[config.mk]
export PLATFORM = sky130hd
export DESIGN_NAME = leg_wb_stage
export DESIGN_NICKNAME = d
export VERILOG_FILES = /design/src/rtl/leg_wb_pkg.sv /design/src/rtl/leg_wb_fifo.sv /design/src/rtl/leg_wb_stage.sv
export SDC_FILE = /design/constraint.sdc
export NUM_CORES = 1
export LEC_CHECK = 0
export CORE_ASPECT_RATIO = 0.7
export CORE_MARGIN = 2
export CORE_UTILIZATION = 45
export DETAILED_ROUTE_END_ITERATION = 10
export GPL_ROUTABILITY_DRIVEN = 0
export PLACE_DENSITY = 0.72
export SKIP_LAST_GASP = 1
export SYNTH_ARGS = -nofsm -noshare
export SYNTH_HDL_FRONTEND = slang
export SYNTH_SLANG_ARGS = --single-unit
[constraint.sdc]
create_clock -name clk -period 2.1 [get_ports clk]
set_clock_uncertainty 0.15 [all_clocks]
set_input_delay 0.315 -clock clk [delete_from_list [all_inputs] [get_ports clk]]
set_output_delay 0.315 -clock clk [all_outputs]
set_load 0.005 [all_outputs]
[src/rtl/leg_wb_pkg.sv]
// Shared types and helpers for the LEG write-back stage.
// Write-back entries carry a destination, result data and a write flag.
package leg_wb_pkg;

  localparam int REG_ADDR_W = 4;
  localparam int NUM_REGS   = 16;
  localparam int WB_DATA_W  = 8;

  typedef struct packed {
    logic [REG_ADDR_W-1:0] dest;
    logic [WB_DATA_W-1:0]  data;
    logic                  wr;
  } wb_entry_t;

  // Select bits are LSB first: bit 0 drives decoder input 1.
  function automatic logic [3:0] dest_to_bits(input logic [REG_ADDR_W-1:0] dest);
    return {dest[3], dest[2], dest[1], dest[0]};
  endfunction

endpackage

[src/rtl/leg_wb_fifo.sv]
// Small synchronous FIFO of write-back entries with full/empty/count status.
// Pointers wrap modulo DEPTH; count is one bit wider than the pointers.
module leg_wb_fifo
  import leg_wb_pkg::*;
#(
  parameter int DEPTH = 2
) (
  input  logic                     clk,
  input  logic                     rst,
  input  logic                     push,
  input  wb_entry_t                wdata,
  input  logic                     pop,
  output wb_entry_t                rdata,
  output logic                     full,
  output logic                     empty,
  output logic [$clog2(DEPTH):0]   count
);

  localparam int PTR_W = $clog2(DEPTH);
  localparam int CNT_W = PTR_W + 1;

  wb_entry_t        mem [DEPTH];
  logic [PTR_W-1:0] wr_ptr;
  logic [PTR_W-1:0] rd_ptr;
  logic             do_push;
  logic             do_pop;

  assign full    = (count == CNT_W'(DEPTH));
  assign empty   = (count == '0);
  assign do_push = push && !full;
  assign do_pop  = pop && !empty;
  assign rdata   = mem[rd_ptr];

  always_ff @(posedge clk) begin
    if (do_push) mem[wr_ptr] <= wdata;
  end

  always_ff @(posedge clk or posedge rst) begin
    if (rst) begin
      wr_ptr <= '0;
      rd_ptr <= '0;
      count  <= '0;
    end else begin
      if (do_push) wr_ptr <= (wr_ptr == PTR_W'(DEPTH - 1)) ? '0 : wr_ptr + 1'b1;
      if (do_pop)  rd_ptr <= (rd_ptr == PTR_W'(DEPTH - 1)) ? '0 : rd_ptr + 1'b1;
      case ({do_push, do_pop})
        2'b10:   count <= count + 1'b1;
        2'b01:   count <= count - 1'b1;
        default: count <= count;
      endcase
    end
  end

endmodule

[src/rtl/leg_wb_stage.sv]
// LEG write-back stage: result FIFO, registered decoder drive, pending-write scoreboard.
// Optional LEG_WB_BYPASS_EN sends a push into an empty, unstalled stage straight to the outputs.
module leg_wb_stage
  import leg_wb_pkg::*;
#(
  parameter int DATA_WIDTH = WB_DATA_W,
  parameter int DEPTH      = 2
) (
  input  logic                  clk,
  input  logic                  rst,
  input  logic                  in_valid,
  output logic                  in_ready,
  input  logic [3:0]            in_dest,
  input  logic [DATA_WIDTH-1:0] in_data,
  input  logic                  in_wr,
  input  logic                  wb_stall,
  input  logic                  issue_valid,
  input  logic [3:0]            issue_dest,
  output logic                  dec_bit1,
  output logic                  dec_bit2,
  output logic                  dec_bit3,
  output logic                  dec_bit4,
  output logic                  dec_disable,
  output logic [DATA_WIDTH-1:0] wr_data,
  output logic [15:0]           pending
);

  wb_entry_t              in_entry;
  wb_entry_t              head_entry;
  wb_entry_t              retire_entry;
  logic                   fifo_full;
  logic                   fifo_empty;
  logic [$clog2(DEPTH):0] fifo_count;
  logic                   push;
  logic                   fifo_push;
  logic                   pop;
  logic                   bypass;
  logic                   retire;
  logic [3:0]             out_dest;
  logic [3:0]             sel_bits;
  logic [15:0]            pending_next;

  assign in_entry  = '{dest: in_dest, data: in_data, wr: in_wr};
  assign in_ready  = !fifo_full;
  assign push      = in_valid && in_ready;
  assign pop       = !fifo_empty && !wb_stall;

`ifdef LEG_WB_BYPASS_EN
  assign bypass    = push && fifo_empty && !wb_stall;
`else
  assign bypass    = 1'b0;
`endif

  assign fifo_push    = push && !bypass;
  assign retire       = pop || bypass;
  assign retire_entry = pop ? head_entry : in_entry;

  leg_wb_fifo #(.DEPTH(DEPTH)) u_fifo (
    .clk   (clk),
    .rst   (rst),
    .push  (fifo_push),
    .wdata (in_entry),
    .pop   (pop),
    .rdata (head_entry),
    .full  (fifo_full),
    .empty (fifo_empty),
    .count (fifo_count)
  );

  empty_matches_count: assert property (@(posedge clk) disable iff (rst)
    fifo_empty == (fifo_count == '0));

  // A retiring entry loads the decoder registers; any idle edge only re-disables.
  always_ff @(posedge clk or posedge rst) begin
    if (rst) begin
      out_dest    <= '0;
      wr_data     <= '0;
      dec_disable <= 1'b1;
    end else if (retire) begin
      out_dest    <= retire_entry.dest;
      wr_data     <= retire_entry.data;
      dec_disable <= !retire_entry.wr;
    end else begin
      dec_disable <= 1'b1;
    end
  end

  assign sel_bits = dest_to_bits(out_dest);
  assign dec_bit1 = sel_bits[0];
  assign dec_bit2 = sel_bits[1];
  assign dec_bit3 = sel_bits[2];
  assign dec_bit4 = sel_bits[3];

  // Set is applied after clear so a newer producer keeps its register marked.
  always_comb begin
    pending_next = pending;
    if (retire && retire_entry.wr) pending_next[retire_entry.dest] = 1'b0;
    if (issue_valid)               pending_next[issue_dest]        = 1'b1;
  end

  always_ff @(posedge clk or posedge rst) begin
    if (rst) pending <= '0;
    else     pending <= pending_next;
  end

endmodule

==> summary.txt <==
Logic synthesis
  • Multiplexer share of the synthesized area: 0.1009
  • Synth Area in Compound Gates: 0.09834
  • Syn Nets: 201
  • Post-Syn Area per Cell: 13.51 um2
  • Synth Area in XOR/XNOR: 0.01821
  • Seq cells post-synth: 59
  • Sequential cell area fraction in the yosys report: 0.6686
  • Largest family of logic cells by synthesized area: multiplexers
  • Post-synthesis cell count: 178
  • Synth cell types: 28
  • Simple-Gate Fraction of Synth Area: 0.09001
  • Largest area contributor in the netlist: dfrtp_1
  • Top cell type's share of synthesized area: 0.3330
  • Mapped Area: 0.002405 mm2
  • Area contributors post-synth: dfrtp_1 (33%), edfxtp_1 (32%), o21ai_0 (5.8%), mux2i_1 (5.4%), nand2_1 (3.3%)
  • Yosys warnings: 0
  • Synth Area in Adders: 0.005203

Setup path
  • CP Cell Sequence: nand2b_1, clkdlybuf4s50_1
  • Setup crit end kind: output pin
  • Highest cell delay on the worst timing path: 0.51 ns
  • CP Data Arrival Time: 1.44 ns
  • Crit path max fanout: 4
  • Critical Path Source Type: flop
  • R2R setup slack: 0.36 ns
  • Slowest cell on crit path: clkdlybuf4s50_1
  • Critical Path RT: 1.63 ns
  • CP Class: flop to output pin

Global routing
  • Vias in the first global route: 1569
  • Initial antenna violation count: 0
  • Total grt overflow: 0
  • Largest net degree at the start of global routing: 34
  • GR Util All Layers: 0.1793
  • First-pass GRT wire length: 7.817 mm

Hold path
  • Tightest Hold Check Type: input pin to async pin

Finish
  • Area growth from synthesis to layout: 35.95%
  • Nets: 269
  • Layout cell share with drive strength beyond 1: 0.1594
  • Post-route cell area: 0.003269 mm2
  • Antenna Cells: 0

Power and ir drop
  • Total Power: 4.731 mW
  • LEAKAGE: 1.282 nW
  • Cell Pwr Density: 1447 mW/mm2
  • Maximum vdd drop: 0.7527 mV

Routing
  • DRT met1 WL: 2.168 mm
  • Via-to-Cell Ratio: 5.040
  • Met3 wire length: 368 um
  • Length of routed met2 wiring: 2.161 mm
  • Drt wl/cell: 14.68 um
  • Post-DRT Antenna Nets: 0
  • Total wire length: 4.743 mm
  • DRT Pass-1 Iters: 4
  • Residual DRC: 0
  • Max layer used: met4
  • Routed via count: 1628
  • Starting DRC count in detailed routing: 97

Die
  • Die width: 91.38 um
  • Initial Util: 0.4622
  • Die Y: 65.16 um
  • Row cnt: 22
  • Die area: 0.005954 mm2
  • Core ar.: 0.005202 mm2
  • IO Count: 52

Placed design
  • DP Area: 0.003050 mm2
  • Setup WS pre-CTS: 0.04247 ns
  • Dpl hpwl: 3.363 mm
  • IO buf count: 51

STA
  • TNS Setup: 0 ns
  • Post-route setup slack: 0.1967 ns
  • Final hold slack: 0.2172 ns
  • Slew @ Worst Pin: 0.4161 ns
  • Final hold viol count: 0
  • Post-layout min period: 1.903 ns
  • Final period utilization: 0.9063
  • Final number of setup-violating endpoints: 0
  • Final Slew Violations: 0
  • Slew margin rel.: 0.7147
  • Max Fclk: 525.4 MHz
  • RSZ-0062 raised after global routing: false

Status
  • Status: completed

CTS
  • Root Buffer Master: clkbuf_8
  • Clk_lat worst skew: 0.34 ns
  • H-tree Lvls: 3
  • Sinks on Clock Net: 59
  • CTS buffer count: 9
  • CTS max path bufs: 2
  • CTS clk-pin slew, worst paths: 0.07 ns
  • TritonCTS clock tree: built
  • Post-CTS Hold Buffers: 0
  • Post-CTS Setup Repair Bufs: 0
  • CTS resizes: 0

Run
  • Max cap viols: 0
-- per-layer routing --
layer | vias up | GRT usage
li1 | 785 | -
met1 | 782 | 0.2394
met2 | 55 | 0.2639
met3 | 6 | 0.08142
met4 | 0 | 0.05682
met5 | - | 0
-- cell families (layout without fill, tap and decap cells) --
| kind of cell | after synthesis | count (layout) |
|---|---|---|
| compound gates | 41 | 41 |
| xor+xnor | 5 | 5 |
| fa+ha+maj | 1 | 1 |
| buf+inv | 7 | 80 |
| flops | 59 | 59 |
| mux | 21 | 21 |
| simple gates | 44 | 44 |
-- layout make-up --
class | instances | area [um2]
Inverter | 2 | 7.507
Timing Repair Buffer | 62 | 593.1
Clock inverter | 5 | 77.57
Sequential cell | 59 | 1608
Fill cell | 397 | 1933
Multi-Input combinational cell | 112 | 752.0
Tap cell | 72 | 90.09
Clock buffer | 11 | 141.4
-- power breakdown --
part / internal [mW] / total (mW) / switching [mW]
combinational: 0.975 / 1.72 / 0.749
clock: 0.696 / 1.12 / 0.425
sequential: 1.66 / 1.89 / 0.221
total: 3.34 / 4.73 / 1.40
-- metrics by stage --
stage | std cells | utilization
final | 323 | 0.6284
after global routing | 323 | 0.6284
after CTS | 323 | 0.6284
after detailed placement | 307 | 0.5863
after global placement | 307 | 0.5863
after floorplan | 178 | -
-- Yosys cell counts --
master,number
a21oi_1,2
and3_1,2
buf_4,1
buf_6,2
clkbuf_1,2
dfrtp_1,32
dfstp_2,1
edfxtp_1,26
ha_1,1
inv_1,1
inv_2,1
mux2_2,4
mux2_4,3
mux2i_1,13
mux2i_4,1
nand2_1,21
nand2b_1,3
nand3_1,7
nand3b_1,2
nand4_2,2
nor2_1,5
nor2b_1,1
o21ai_0,28
o21bai_2,1
o31ai_1,10
or2_2,1
xnor2_1,4
xor2_1,1
-- cells in the final DEF (no fill, tap or decap) --
master / netlist / layout
nor2_1: 5 / 5
ha_1: 1 / 1
or2_2: 1 / 1
clkinv_2: 0 / 2
dfrtp_1: 32 / 32
mux2_4: 3 / 3
clkbuf_8: 0 / 10
clkbuf_1: 2 / 1
nand3_1: 7 / 7
and3_1: 2 / 2
nand3b_1: 2 / 2
clkinvlp_4: 0 / 1
bufinv_16: 0 / 2
o31ai_1: 10 / 10
a21oi_1: 2 / 2
xnor2_1: 4 / 4
xor2_1: 1 / 1
edfxtp_1: 26 / 26
inv_2: 1 / 1
nand2b_1: 3 / 3
nand2_1: 21 / 21
dfstp_2: 1 / 1
o21bai_2: 1 / 1
mux2i_1: 13 / 13
buf_4: 1 / 11
nand4_2: 2 / 2
mux2i_4: 1 / 1
inv_1: 1 / 1
mux2_2: 4 / 4
nor2b_1: 1 / 1
o21ai_0: 28 / 28
clkdlybuf4s50_1: 0 / 51
-- flip-flops by register name (all words and copies together), names as in the netlist --
name	cells
u_fifo.mem	26
wr_data	8
pending	16
u_fifo.count	2
out_dest	4
u_fifo.rd_ptr	1
u_fifo.wr_ptr	1
dec_disable	1
-- path summary, 6_finish.rpt --
kind | from | endpoint | cells after the start
max | u_fifo.count[0] | in_ready | 2
max in group asynchronous | rst | dec_disable | 3
min in group clk | wr_data[2] | wr_data[2] | 2
min reg2reg | wr_data[2] | wr_data[2] | 2
max reg2reg | u_fifo.rd_ptr | pending[14] | 5
min | rst | pending[0] | 3
-- critical path, delay by kind of cell (launching register included) --
family | cells | cell delay (ns)
buf+inv | 1 | 0.51
flops | 1 | 0.43
simple gates | 1 | 0.17
(Power assumes the default switching activity.)
